File: src/rtl/alu_pkg.sv
// Shared definitions for the two-requester ALU arbiter: widths, ALU op codes
// and the arbiter FSM state encoding.
package alu_pkg;

  localparam int DATA_W = 32;
  localparam int OP_W   = 3;

  localparam logic [OP_W-1:0] ALU_AND     = 3'd0;
  localparam logic [OP_W-1:0] ALU_OR      = 3'd1;
  localparam logic [OP_W-1:0] ALU_NOR     = 3'd2;
  localparam logic [OP_W-1:0] ALU_XOR     = 3'd3;
  localparam logic [OP_W-1:0] ALU_ADD     = 3'd4;
  localparam logic [OP_W-1:0] ALU_SUB     = 3'd5;
  localparam logic [OP_W-1:0] ALU_SLT     = 3'd6;
  localparam logic [OP_W-1:0] ALU_ILLEGAL = 3'd7;

  typedef enum logic [1:0] {
    IDLE = 2'd0,
    EXEC = 2'd1,
    RESP = 2'd2
  } state_e;

  function automatic logic op_is_legal(input logic [OP_W-1:0] op);
    return op != ALU_ILLEGAL;
  endfunction

endpackage

File: src/rtl/rr_arb2.sv
// Two-way round-robin grant: a lone valid requester always wins, and under
// contention the requester named by ptr wins.
module rr_arb2
  import alu_pkg::*;
(
  input  logic valid0,
  input  logic valid1,
  input  logic ptr,
  input  logic enable,
  output logic grant0,
  output logic grant1
);

  always_comb begin
    grant0 = 1'b0;
    grant1 = 1'b0;
    if (enable) begin
      if (valid0 && valid1) begin
        grant0 = ~ptr;
        grant1 = ptr;
      end else begin
        grant0 = valid0;
        grant1 = valid1;
      end
    end
  end

endmodule

File: src/rtl/alu_share_arbiter.sv
// Shares one combinational ALU between two valid/ready requesters: operands are
// registered toward the ALU for one EXEC cycle, the result comes back tagged.
module alu_share_arbiter
  import alu_pkg::*;
#(
  parameter int DATA_W = alu_pkg::DATA_W,
  parameter int OP_W   = alu_pkg::OP_W
) (
  input  logic              clk,
  input  logic              reset,
  input  logic              req0_valid,
  output logic              req0_ready,
  input  logic [OP_W-1:0]   req0_op,
  input  logic [DATA_W-1:0] req0_a,
  input  logic [DATA_W-1:0] req0_b,
  input  logic              req1_valid,
  output logic              req1_ready,
  input  logic [OP_W-1:0]   req1_op,
  input  logic [DATA_W-1:0] req1_a,
  input  logic [DATA_W-1:0] req1_b,
  output logic [OP_W-1:0]   alu_op,
  output logic [DATA_W-1:0] alu_a,
  output logic [DATA_W-1:0] alu_b,
  input  logic [DATA_W-1:0] alu_res,
  output logic              rsp_valid,
  input  logic              rsp_ready,
  output logic              rsp_id,
  output logic [DATA_W-1:0] rsp_data,
  output logic              rsp_zero,
  output logic              rsp_err
);

  state_e              state_q, state_d;
  logic                rr_ptr_q, rr_ptr_d;
  logic [OP_W-1:0]     op_q, op_d;
  logic [DATA_W-1:0]   a_q, a_d;
  logic [DATA_W-1:0]   b_q, b_d;
  logic                id_q, id_d;
  logic [OP_W-1:0]     alu_op_q, alu_op_d;
  logic [DATA_W-1:0]   alu_a_q, alu_a_d;
  logic [DATA_W-1:0]   alu_b_q, alu_b_d;
  logic                rsp_id_q, rsp_id_d;
  logic [DATA_W-1:0]   rsp_data_q, rsp_data_d;
  logic                rsp_zero_q, rsp_zero_d;
  logic                rsp_err_q, rsp_err_d;

  logic                accept_ok;
  logic                grant0, grant1;
  logic                accept;
  logic [OP_W-1:0]     acc_op;
  logic [DATA_W-1:0]   acc_a, acc_b;

  // A new op may enter when idle, or in the same cycle the pending response
  // is consumed; reset blocks any handshake on the reset cycle itself.
  assign accept_ok = !reset &&
                     ((state_q == IDLE) || ((state_q == RESP) && rsp_ready));

  rr_arb2 u_arb (
    .valid0 (req0_valid),
    .valid1 (req1_valid),
    .ptr    (rr_ptr_q),
    .enable (accept_ok),
    .grant0 (grant0),
    .grant1 (grant1)
  );

  assign req0_ready = grant0;
  assign req1_ready = grant1;
  assign accept     = grant0 | grant1;
  assign acc_op     = grant1 ? req1_op : req0_op;
  assign acc_a      = grant1 ? req1_a  : req0_a;
  assign acc_b      = grant1 ? req1_b  : req0_b;

  always_comb begin
    state_d    = state_q;
    rr_ptr_d   = rr_ptr_q;
    op_d       = op_q;
    a_d        = a_q;
    b_d        = b_q;
    id_d       = id_q;
    alu_op_d   = '0;
    alu_a_d    = '0;
    alu_b_d    = '0;
    rsp_id_d   = rsp_id_q;
    rsp_data_d = rsp_data_q;
    rsp_zero_d = rsp_zero_q;
    rsp_err_d  = rsp_err_q;

    unique case (state_q)
      IDLE: state_d = IDLE;
      EXEC: begin
        state_d    = RESP;
        rsp_id_d   = id_q;
        rsp_data_d = op_is_legal(op_q) ? alu_res : '0;
        rsp_zero_d = (rsp_data_d == '0);
        rsp_err_d  = !op_is_legal(op_q);
      end
      RESP: begin
        if (rsp_ready) state_d = IDLE;
      end
      default: state_d = IDLE;
    endcase

    // ALU inputs are loaded on the accept edge so they are stable for the
    // whole EXEC cycle; an illegal op keeps the ALU inputs at zero.
    if (accept) begin
      state_d  = EXEC;
      rr_ptr_d = ~grant1;
      op_d     = acc_op;
      a_d      = acc_a;
      b_d      = acc_b;
      id_d     = grant1;
      if (op_is_legal(acc_op)) begin
        alu_op_d = acc_op;
        alu_a_d  = acc_a;
        alu_b_d  = acc_b;
      end
    end
  end

  always_ff @(posedge clk) begin
    if (reset) begin
      state_q    <= IDLE;
      rr_ptr_q   <= 1'b0;
      op_q       <= '0;
      a_q        <= '0;
      b_q        <= '0;
      id_q       <= 1'b0;
      alu_op_q   <= '0;
      alu_a_q    <= '0;
      alu_b_q    <= '0;
      rsp_id_q   <= 1'b0;
      rsp_data_q <= '0;
      rsp_zero_q <= 1'b0;
      rsp_err_q  <= 1'b0;
    end else begin
      state_q    <= state_d;
      rr_ptr_q   <= rr_ptr_d;
      op_q       <= op_d;
      a_q        <= a_d;
      b_q        <= b_d;
      id_q       <= id_d;
      alu_op_q   <= alu_op_d;
      alu_a_q    <= alu_a_d;
      alu_b_q    <= alu_b_d;
      rsp_id_q   <= rsp_id_d;
      rsp_data_q <= rsp_data_d;
      rsp_zero_q <= rsp_zero_d;
      rsp_err_q  <= rsp_err_d;
    end
  end

  assign alu_op    = alu_op_q;
  assign alu_a     = alu_a_q;
  assign alu_b     = alu_b_q;
  assign rsp_valid = (state_q == RESP);
  assign rsp_id    = rsp_id_q;
  assign rsp_data  = rsp_data_q;
  assign rsp_zero  = rsp_zero_q;
  assign rsp_err   = rsp_err_q;

endmodule

File: config.mk
export PLATFORM = sky130hd
export DESIGN_NAME = alu_share_arbiter
export DESIGN_NICKNAME = d
export VERILOG_FILES = /design/src/rtl/alu_pkg.sv /design/src/rtl/rr_arb2.sv /design/src/rtl/alu_share_arbiter.sv
export SDC_FILE = /design/constraint.sdc
export NUM_CORES = 1
export LEC_CHECK = 0
export CAP_MARGIN = 20
export CORE_ASPECT_RATIO = 0.7
export CORE_MARGIN = 1.5
export CORE_UTILIZATION = 35
export CTS_BUF_LIST = sky130_fd_sc_hd__clkbuf_8 sky130_fd_sc_hd__clkbuf_16
export DETAILED_ROUTE_END_ITERATION = 7
export GPL_ROUTABILITY_DRIVEN = 0
export PLACE_DENSITY = 0.8
export SYNTH_ARGS = -nofsm -noshare
export SYNTH_HDL_FRONTEND = slang
export SYNTH_HIERARCHICAL = 1
export SYNTH_SLANG_ARGS = --single-unit
File: constraint.sdc
create_clock -name clk -period 2.3 [get_ports clk]
set_input_delay 0.46 -clock clk [delete_from_list [all_inputs] [get_ports clk]]
set_output_delay 0.46 -clock clk [all_outputs]
set_load 0.03 [all_outputs]
After elaboration in Yosys (flattened, before gate mapping) --
Cells that the tools add are included.
Cells by class: equal/unequal tests 6, mux-type cells 11, bitwise logic cells 5, reductions and logical operators 10
Operator list (number):
- $mux W32 | 3
- $logic_not A32 Y1 | 1
- $ne A3 B3 Y1 const B | 2
- $mux W1 | 5
- $not A1 Y1 | 4
- $pmux W2 S2 | 1
- $logic_and A1 B1 Y1 | 3
- $mux W3 | 1
- $ne A3 B1 Y1 const B | 1
- $reduce_or A3 Y1 | 1
- $eq A2 B1 Y1 const B | 1
- $eq A2 B2 Y1 const B | 1
- $logic_not A1 Y1 | 2
- $logic_not A2 Y1 | 1
- $mux W2 | 1
- $ne A2 B1 Y1 const B | 1
- $reduce_or A2 Y1 | 1
- $logic_or A1 B1 Y1 | 1
- $or A1 B1 Y1 | 1
Storage, ports and cells: bits in registers 109, input bits 171, output and inout bits 105, word-level logic and storage cells 44

Depth between registers and ports, before layout --
depth in word-level cells 9, mapped depth 12, gate-level depth less buffers 8

Modules after synthesis --
The synthesis kept the hierarchy.
Modules (own cells, without submodules):
- alu_share_arbiter | instances 1, cells each 385, area an instance 3931.3 µm², seq. area each 2182.1 µm²
- rr_arb2 | instances 1, cells each 5, area an instance 21.3 µm², seq. area each 0.0 µm²

Worst setup path after synthesis --
No wires, ideal clock.
path type input -> register, start input port reset, end register alu_a_q[0] (netlist: alu_a[0]), setup time 0.114 ns, data arrival time 2.547 ns, setup slack -0.362 ns, stages on the path 10, path buffers 5, cells stage by stage clkbuf_1 -> clkbuf_1 -> nor3_1 -> nand2_1 -> a21oi_1 -> buf_4 -> buf_4 -> buf_2 -> mux2i_1 -> nor2_1
Between the ends: word-level cells in the longest chain between the ends 7
Ends and longest elaborated chain:
- start, declared | RTL line alu_share_arbiter.sv:10 | input logic reset,
- $logic_not A1 Y1 (*) | RTL line alu_share_arbiter.sv:55 | assign accept_ok = !reset &&
- $logic_and A1 B1 Y1 (*) | RTL line alu_share_arbiter.sv:55
- named net accept_ok | RTL line alu_share_arbiter.sv:47 | logic accept_ok;
- $mux W1 (*) | RTL line rr_arb2.sv:17 | if (enable) begin
- named net req1_ready | RTL line alu_share_arbiter.sv:17 | output logic req1_ready,
- $mux W3 | RTL line alu_share_arbiter.sv:70 | assign acc_op = grant1 ? req1_op : req0_op;
- $ne A3 B3 Y1 | RTL line alu_pkg.sv:24 | return op != ALU_ILLEGAL;
- $not A1 Y1 (no line)
- $reduce_or A3 Y1 (no line)
- end signal, assigned | RTL line alu_share_arbiter.sv:144 | alu_a_q <= alu_a_d;
- end, declared | RTL line alu_share_arbiter.sv:40 | logic [DATA_W-1:0] alu_a_q, alu_a_d;
Mark *: on every way through the listed nets, which the timed path passes. The rest lies on a longest branch. A chain may end at the register's enable or synchronous reset.

Worst setup path in the final report --
start input port rsp_ready, end output port req1_ready
Between the ends: word-level cells in the longest chain between the ends 4
Ends and longest elaborated chain:
- start, declared | RTL line alu_share_arbiter.sv:26 | input logic rsp_ready,
- $logic_and A1 B1 Y1 | RTL line alu_share_arbiter.sv:56 | ((state_q == IDLE) || ((state_q == RESP) && rsp_ready));
- $logic_or A1 B1 Y1 | RTL line alu_share_arbiter.sv:56
- $logic_and A1 B1 Y1 | RTL line alu_share_arbiter.sv:55
- named net accept_ok | RTL line alu_share_arbiter.sv:47
- $mux W1 | RTL line rr_arb2.sv:17
- end, declared | RTL line alu_share_arbiter.sv:17
The timed path passes the listed nets, and every way through them passes these cells.

==> flow_metrics.tcl <==
set metrics [dict create \
    end_kind "output pin" \
    ant_nets 0 \
    grt_max_degree 43 \
    clock_sinks 109 \
    async_flop_share 0 \
    routed_wirelength_um 12870 \
    crit_type "in -> out" \
    nets 838 \
    required_ns 1.84 \
    h-tree-depth 3 \
    coreArea_um2 11010 \
    relSlewSlack 0.5193 \
    synth_flop_cell "dfxtp_1" \
    critPathMaxFanout 5 \
    cp.arrival_ns 1.76 \
    dr.pass1.iters 4 \
    min_path_type "reg -> reg" \
    yosys-top-cells-area "dfxtp_1, mux2i_1, nor2_1, a22oi_1, buf_2" \
    die_area_um2 11950 \
    drive_gt1_frac 0.06845 \
    yosys.area.top_type_share 0.5521 \
    num_rows 32 \
    cts_buffers 9 \
    track_usage 0.2069 \
    yosysWarnings 6 \
    clkLatencyLatePin_ns 0.34 \
    period_minus_slack_ns 2.220 \
    yosys_register_bits 109 \
    total_leakage_power_nw 2.693 \
    setup_viol 0 \
    antenna_cells 0 \
    synthCells 390 \
    viasPerCell 4.615 \
    die_h_um 91.91 \
    drt-wirelength-per-cell_um 15.60 \
    max-vdd-ir-drop_mv 0.3742 \
    ys_types 26 \
    netlist_area_um2 3953 \
    dp.cells 806 \
    seq_area_frac_synth 0.5521 \
    overflow 0 \
    grt_pass1_vias 3646 \
    drc 0 \
    yosysMostFrequentCell "nor2_1" \
    finClkSkew_ns 0.007897 \
    worst_slew_pin_slew_ns 0.7179 \
    max_freq_mhz 450.5 \
    avgSynthCellArea_um2 10.13 \
    power.density_nw_per_um2 617.8 \
    rsz0062_at_grt "false" \
    min_period_over_period 0.9652 \
    n_fill_cell 899 \
    status "completed" \
    drtIter0Drc 172 \
    yosysTopAreaCell "dfxtp_1" \
    fp.dieW_um 130.0 \
    syn_nets 561 \
    cp-start-kind "primary input" \
    ios 276 \
    place_hpwl_um 10250 \
    synth-edff-count 0 \
    area_delta_synth_final_pct 84.11 \
    cap_violations 0 \
    finalPower_mw 4.496 \
    hold_viol 0 \
    postCtsHoldBufs 0 \
    start_util 0.3590 \
    synth_commonest_cells "nor2_1, dfxtp_1, mux2i_1" \
    fin_cells 825 \
    port_buffers 275 \
    cts.path.max_buffers 2 \
    num_vias 3807 \
    maxSlewViolCount 0 \
    cts_tree "yes" \
    clockRootBuffer "clkbuf_16" \
    antenna_found_initial 0 \
    path_clk_slew_ns 0.07 \
    grt_pass1_wl_um 19050 \
]
[power by group]
group          leakage, nW  switching (mW)  internal (mW)
combinational         1.65           0.447          0.537
sequential           0.887          0.0348           1.97
clock                0.151           0.672          0.830
[cell families (layout without fill, tap and decap cells)]
| kind of cell | Yosys count | after routing | synth area share |
|---|---|---|---|
| and+or+nand+nor | 133 | 133 | 0.1399 |
| DFF | 109 | 109 | 0.5521 |
| muxes | 70 | 70 | 0.1773 |
| AOI/OAI and AO/OA | 45 | 45 | 0.08326 |
| buffers and inverters | 33 | 315 | 0.04749 |
[flip-flops by register name, summed over array words and instances, names as in the netlist, 2 cells and up]
register / cells
alu_a: 32
alu_b: 32
alu_op: 3
op_q: 3
rsp_data: 32
state_q: 2
[metal layers]
metal / up-vias / wire, um / track usage
met5: - / 0 / 0
met4: 0 / 166 / 0.05370
met3: 13 / 863 / 0.05076
met2: 138 / 6493 / 0.3602
met1: 1771 / 5343 / 0.2546
li1: 1885 / - / -
[layout make-up]
type	instances	area [um^2]	share of cell area
Multi-Input combinational cell	248	1620	0.2227
Sequential cell	109	2182	0.2999
Clock inverter	4	30.03	0.004127
Inverter	3	11.26	0.001547
Tap cell	153	191.4	0.02631
Timing Repair Buffer	296	2975	0.4089
Clock buffer	12	266.5	0.03662
[critical path, stage by stage]
cell	delay, ns
clkdlybuf4s50_1	0.46
nor2b_1	0.06
nor3_2	0.16
nand2_1	0.12
a21oi_4	0.17
buf_4	0.16
buf_4	0.16
[stage by stage]
step / instance area [um^2] / TNS (ns) / setup slack (ns) / utilization / hold WS [ns]
floorplan: 3988 / 0 / 0.02103 / - / 0.4556
global placement: 6925 / -5.939 / -0.1031 / 0.6290 / 0.4391
detailed placement: 6953 / -12.19 / -0.2164 / 0.6315 / 0.4551
CTS: 7254 / 0 / 0.01888 / 0.6589 / 0.4665
global route: 7277 / 0 / 0.004261 / 0.6609 / 0.4927
finish: 7277 / 0 / 0.08011 / 0.6609 / 0.4642
[worst paths after layout]
path	startpoint	endpoint	slack, ns	cells past startpoint
max reg2reg	state_q[1]$_SDFFE_PP0P_	alu_b[12]$_SDFF_PP0_	0.36	11
min	rsp_zero$_SDFFE_PP0P_	rsp_zero$_SDFFE_PP0P_	0.46	2
min reg2reg	rsp_zero$_SDFFE_PP0P_	rsp_zero$_SDFFE_PP0P_	0.46	2
max	rsp_ready	req1_ready	0.08	7
[cell usage in the layout (no fill, tap or decap), drive strengths merged]
cell type / n
a2111oi: 1
mux2i: 70
nand2b: 2
clkbuf: 12
clkdlybuf4s50: 273
o21a: 1
a21oi: 8
and3b: 1
a32oi: 1
buf: 23
o21ai: 1
nor4: 8
nand2: 2
nand4: 2
dfxtp: 109
nand3: 1
nor2: 111
nor3: 2
a211oi: 1
nor2b: 4
clkinv: 1
inv: 6
a22oi: 32
[repair_timing]
action,in CTS,in global routing
setup buffers,0,3
setup endpoints to repair,1,1
hold endpoints to repair,0,0
gates resized for setup,1,0
Power figures use the tool's default switching activity.
